**src/rtl/cu_fsm_mc.sv**
```systemverilog
// rtl/cu_fsm_mc.sv - OTTER RV32I multicycle control FSM with ready handshakes and memory watchdog
// Optional interrupt entry state enabled by defining CU_FSM_INTR_EN.
module cu_fsm_mc #(
   parameter int WAIT_MAX     = 16,
   parameter int ILLEGAL_TRAP = 0,
   parameter int WCNT_W       = $clog2(WAIT_MAX + 1)
) (
   input  logic       clk,
   input  logic       FSM_RST_N,
   input  logic [6:0] FSM_opcode,
   input  logic       FSM_imem_ready,
   input  logic       FSM_dmem_ready,
   input  logic       FSM_intr,
   input  logic       FSM_mie,
   output logic       FSM_PCWrite,
   output logic       FSM_regWrite,
   output logic       FSM_memWE2,
   output logic       FSM_memRDEN1,
   output logic       FSM_memRDEN2,
   output logic       FSM_reset,
   output logic       FSM_intTaken,
   output logic       FSM_illegal,
   output logic       FSM_fault,
   output logic [2:0] FSM_state
);

   // WAIT_MAX=0 yields a zero-width counter; keep one bit so the logic stays legal.
   localparam int            CW         = (WCNT_W < 1) ? 1 : WCNT_W;
   localparam logic [CW-1:0] WCNT_LAST  = CW'((WAIT_MAX > 0) ? WAIT_MAX - 1 : 0);
   localparam logic          TIMEOUT_EN = (WAIT_MAX > 0);

   typedef enum logic [2:0] {
      ST_INIT  = 3'd0,
      ST_FETCH = 3'd1,
      ST_EXEC  = 3'd2,
      ST_MEM   = 3'd3,
      ST_WB    = 3'd4,
      ST_INTR  = 3'd5,
      ST_TRAP  = 3'd6
   } state_t;

   typedef enum logic [1:0] {
      OPC_NONE = 2'd0,
      OPC_LD   = 2'd1,
      OPC_ST   = 2'd2
   } opc_t;

   state_t        state_q, state_d;
   opc_t          opc_q, opc_d;
   logic [CW-1:0] wcnt_q, wcnt_d;
   logic [CW-1:0] wcnt_inc;
   logic          wcnt_last;
   state_t        retire_st;

`ifdef CU_FSM_INTR_EN
   assign retire_st = (FSM_intr && FSM_mie) ? ST_INTR : ST_FETCH;
`else
   logic unused_intr;
   assign unused_intr = FSM_intr ^ FSM_mie;
   assign retire_st   = ST_FETCH;
`endif

   assign wcnt_inc  = (wcnt_q != '1) ? wcnt_q + CW'(1) : wcnt_q;
   assign wcnt_last = TIMEOUT_EN && (wcnt_q == WCNT_LAST);
   assign FSM_state = state_q;

   always_ff @(posedge clk or negedge FSM_RST_N) begin
      if (!FSM_RST_N) begin
         state_q <= ST_INIT;
         opc_q   <= OPC_NONE;
         wcnt_q  <= '0;
      end else begin
         state_q <= state_d;
         opc_q   <= opc_d;
         wcnt_q  <= wcnt_d;
      end
   end

   // The counter only survives self-loops in FETCH/MEM, so every entry starts at zero.
   always_comb begin
      state_d      = state_q;
      opc_d        = opc_q;
      wcnt_d       = '0;
      FSM_PCWrite  = 1'b0;
      FSM_regWrite = 1'b0;
      FSM_memWE2   = 1'b0;
      FSM_memRDEN1 = 1'b0;
      FSM_memRDEN2 = 1'b0;
      FSM_reset    = 1'b0;
      FSM_intTaken = 1'b0;
      FSM_illegal  = 1'b0;
      FSM_fault    = 1'b0;
      case (state_q)
         ST_INIT: begin
            FSM_reset = 1'b1;
            state_d   = ST_FETCH;
         end
         ST_FETCH: begin
            FSM_memRDEN1 = 1'b1;
            if (FSM_imem_ready)  state_d = ST_EXEC;
            else if (wcnt_last)  state_d = ST_TRAP;
            else                 wcnt_d  = wcnt_inc;
         end
         ST_EXEC: begin
            opc_d = OPC_NONE;
            case (FSM_opcode)
               7'b0110111, 7'b0010011, 7'b0110011,
               7'b0010111, 7'b1101111, 7'b1100111: begin
                  FSM_regWrite = 1'b1;
                  FSM_PCWrite  = 1'b1;
                  state_d      = retire_st;
               end
               7'b1100011: begin
                  FSM_PCWrite = 1'b1;
                  state_d     = retire_st;
               end
               7'b0000011: begin
                  FSM_memRDEN2 = 1'b1;
                  opc_d        = OPC_LD;
                  state_d      = ST_MEM;
               end
               7'b0100011: begin
                  FSM_memWE2 = 1'b1;
                  opc_d      = OPC_ST;
                  state_d    = ST_MEM;
               end
               default: begin
                  FSM_illegal = 1'b1;
                  if (ILLEGAL_TRAP != 0) begin
                     state_d = ST_TRAP;
                  end else begin
                     FSM_PCWrite = 1'b1;
                     state_d     = retire_st;
                  end
               end
            endcase
         end
         ST_MEM: begin
            FSM_memRDEN2 = (opc_q == OPC_LD);
            FSM_memWE2   = (opc_q == OPC_ST);
            if (FSM_dmem_ready) begin
               if (opc_q == OPC_ST) begin
                  FSM_PCWrite = 1'b1;
                  state_d     = retire_st;
               end else begin
                  state_d = ST_WB;
               end
            end else if (wcnt_last) begin
               state_d = ST_TRAP;
            end else begin
               wcnt_d = wcnt_inc;
            end
         end
         ST_WB: begin
            FSM_regWrite = 1'b1;
            FSM_PCWrite  = 1'b1;
            state_d      = retire_st;
         end
`ifdef CU_FSM_INTR_EN
         ST_INTR: begin
            FSM_intTaken = 1'b1;
            FSM_PCWrite  = 1'b1;
            state_d      = ST_FETCH;
         end
`endif
         ST_TRAP: begin
            FSM_fault = 1'b1;
         end
         default: begin
            state_d = ST_INIT;
         end
      endcase
   end

endmodule

```
**config.mk**
```make
export PLATFORM = sky130hd
export DESIGN_NAME = cu_fsm_mc
export DESIGN_NICKNAME = d
export VERILOG_FILES = /design/src/rtl/cu_fsm_mc.sv
export SDC_FILE = /design/constraint.sdc
export NUM_CORES = 1
export LEC_CHECK = 0
export BUFFER_PORTS_ARGS = -buffer_cell sky130_fd_sc_hd__buf_2
export CORE_MARGIN = 3
export CORE_UTILIZATION = 52
export CTS_CLUSTER_SIZE = 28
export DETAILED_ROUTE_END_ITERATION = 10
export PLACE_DENSITY = 0.81
export SYNTH_ARGS = -nofsm -noshare
export SYNTH_HDL_FRONTEND = slang
export SYNTH_SLANG_ARGS = --single-unit
```
**constraint.sdc**
```tcl
create_clock -name clk -period 3.3 [get_ports clk]
set_clock_uncertainty 0.15 [all_clocks]
set_input_delay 0.99 -clock clk [delete_from_list [all_inputs] [get_ports clk]]
set_output_delay 0.99 -clock clk [all_outputs]
set_load 0.02 [all_outputs]
```
==> metrics.md <==
| Metric | Value |
|---|---|
| Max-Cap Viols | 0 |
| Share of cells above drive strength 1 | 32.4% |
| # diodes | 0 |
| Net Sw Power | 0.257 mW |
| Prevailing post-synth register cell | dfrtp_1 |
| Die width | 43.5 µm |
| Vias per cell | 5.99 |
| Critical Path Fanout Max | 5 |
| Die Height | 43.5 µm |
| Post-synthesis cell count | 87 |
| Filler cell count | 98 |
| Sequential area share after synthesis | 34.2% |
| Post-Synthesis Cell Area | 732 µm² |
| Synth warn | 0 |
| Final WS setup | 0.224 ns |
| TritonRoute pass-1 iters | 4 |
| Finish-stage setup viols | 0 |
| CTS max path bufs | 2 |
| Leakage | 0.399 nW |
| Routed WL per cell | 13.3 µm |
| Initial antenna violation count | 0 |
| Dpl hpwl | 1260 µm |
| Reg power frac | 35.6% |
| Syn Nets | 101 |
| Worst min path class | flop to flop |
| Flop and latch count out of synthesis | 10 |
| Postcts setup bufs | 0 |
| Worst Path Arrival | 1.94 ns |
| Dpl cell area | 830 µm² |
| H-tree Lvls | 1 |
| Initial Utilization | 60.2% |
| Die ar. | 1890 µm² |
| Global-route wire length before repair | 2620 µm |
| Clock Latency Late Sink | 0.27 ns |
| Comb pwr share | 45.0% |
| GR Util All Layers | 18.4% |
| Clk root buf | clkbuf_4 |
| Power, Total | 0.577 mW |
| Avg Inst Size Synth | 8.41 µm² |
| Clk sinks | 10 |
| Layout area overhead | 18.3% |
| Final WL | 1630 µm |
| Final instance area | 866 µm² |
| Clock power frac | 19.4% |
| Critical path endpoint category | output port |
| Reg clk slew, reported paths | 0.07 ns |
| Worst VDD drop | 0.000409 V |
| Post-synth ARST share | 100% |
| Slew margin rel. | 67.4% |
| RSZ-0062 raised after global routing | false |
| Status | completed |
| Final Hold Slack | 0.403 ns |
| Internal Power | 0.321 mW |
| Initial drt markers | 12 |
| CTS Buf Count | 3 |
| Critical path class | input port to output port |
| Placeable Area | 1220 µm² |
| Final non-filler cell total | 122 |
| Layout net count | 123 |
| FP Rows | 12 |
| Cell variety after synth | 38 |
| Util after Layout | 71.2% |
| Grt total ovfl | 0 |
| Largest net degree at the start of global routing | 14 |
| Max-slew violation count | 0 |
| Cell Pwr Density | 667 nW/µm² |
| CTS tree | done |
| WP data required | 2.16 ns |
| Final worst path period need | 3.08 ns |
| Vias in the first global route | 610 |
| Tcrit/Tclk final | 93.2% |
| Hold buffers post-CTS | 0 |
| Top-Level Pins | 25 |
| Number of synthesized flops with an enable pin | 0 |
| GP Congestion | 0.762 |
| DRC Markers | 0 |
| Placed cells | 118 |
| Port Buffers | 21 |
| Hold Vio Cnt, Final | 0 |
| Post-CTS sizing | 0 |
| Fin Setup TNS | 0 ns |
| Vias post-DR | 731 |
| Fmax | 0.325 GHz |
| Setup crit start kind | input port |
| Detail Route Antenna Nets | 0 |
| Measured slew at the worst slew-check pin | 0.477 ns |
| Post-place setup slack | 0.227 ns |
| Sw Ratio | 44.4% |
-- critical path: stages --
cell and delay (ns):
buf_2 0.15, nand2_1 0.08, a2111oi_0 0.45, nor3_1 0.08, buf_2 0.17
-- state kept, by name, summed over array words and instances (netlist names) --
name,cells
FSM_state,3
opc_q,2
wcnt_q,5
-- power groups by stage --
stage	Combinational (mW)	Sequential [mW]	Clock [mW]
2_1_floorplan	0.205	0.195	0
3_3_place_gp	0.258	0.204	0
3_5_place_dp	0.260	0.207	0
4_1_cts	0.261	0.204	0.114
5_1_grt	0.283	0.213	0.123
6_report	0.260	0.206	0.112
-- synth_stat cells (2+ instances only) --
cell type / instances / area (µm²)
nand3_1: 4 / 20.0
nor3_1: 4 / 20.0
or3b_1: 2 / 17.5
inv_1: 3 / 11.3
nor2_1: 6 / 22.5
and4b_1: 2 / 20.0
a21oi_1: 6 / 30.0
o21ai_0: 3 / 15.0
nand3b_1: 2 / 15.0
nand2_1: 13 / 48.8
dfrtp_1: 10 / 250
nand4_1: 2 / 12.5
nor2b_1: 3 / 18.8
nand4b_1: 2 / 17.5
buf_2: 2 / 10.0
-- placed cells by master (no fill, tap or decap), types with 2 or more instances in the layout --
master / netlist / final
buf_2: 2 / 21
nand2_1: 13 / 13
dfrtp_1: 10 / 10
a21oi_1: 6 / 6
nor2_1: 6 / 6
nor3_1: 4 / 4
nand3_1: 4 / 4
nor2b_1: 3 / 3
inv_1: 3 / 3
o21ai_0: 3 / 3
clkbuf_4: 0 / 3
nand3b_1: 2 / 2
and4b_1: 2 / 2
or3b_1: 2 / 2
nand4_1: 2 / 2
nand4b_1: 2 / 2
-- layer usage --
layer	part of all wire, %	vias to the layer above	track usage (%)
met3	6.6	2	6.22
met1	43	348	23.2
met2	49	26	29.8
met4	1.2	0	5.42
li1	-	355	-
met5	0	-	0
-- layout make-up --
| type | instances | area, µm² | area share, % |
|---|---|---|---|
| Clock buffer | 4 | 36.3 | 4.19 |
| Inverter | 3 | 11.3 | 1.30 |
| Multi-Input combinational cell | 69 | 438 | 50.6 |
| Sequential cell | 10 | 250 | 28.9 |
| Tap cell | 14 | 17.5 | 2.02 |
| Timing Repair Buffer | 22 | 113 | 13.0 |
-- logic make-up after synthesis --
group                      count (synthesis)  synth area share [%]
muxes                                      1                  1.54
buffers and inverters                      8                  5.98
and+or+nand+nor                           49                  40.2
AOI/OAI and AO/OA                         17                  15.9
DFF                                       10                  34.2
other                                      1                 0.512
adders and majority gates                  1                  1.71
-- final timing paths --
kind / start / end / slack (ns) / cells past startpoint
setup / recovery: FSM_opcode[6] / FSM_illegal / 0.22 / 5
min in group asynchronous: FSM_RST_N / wcnt_q[3]$_DFF_PN0_ / 0.41 / 1
max in group asynchronous: FSM_RST_N / wcnt_q[1]$_DFF_PN0_ / 2.39 / 1
hold reg to reg: opc_q[0]$_DFFE_PN0N_ / opc_q[0]$_DFFE_PN0N_ / 0.40 / 2
setup reg to reg: wcnt_q[0]$_DFF_PN0_ / FSM_state[1]$_DFFE_PN0N_ / 1.67 / 4
hold / removal: opc_q[0]$_DFFE_PN0N_ / opc_q[0]$_DFFE_PN0N_ / 0.40 / 2
(Power assumes the default switching activity.)
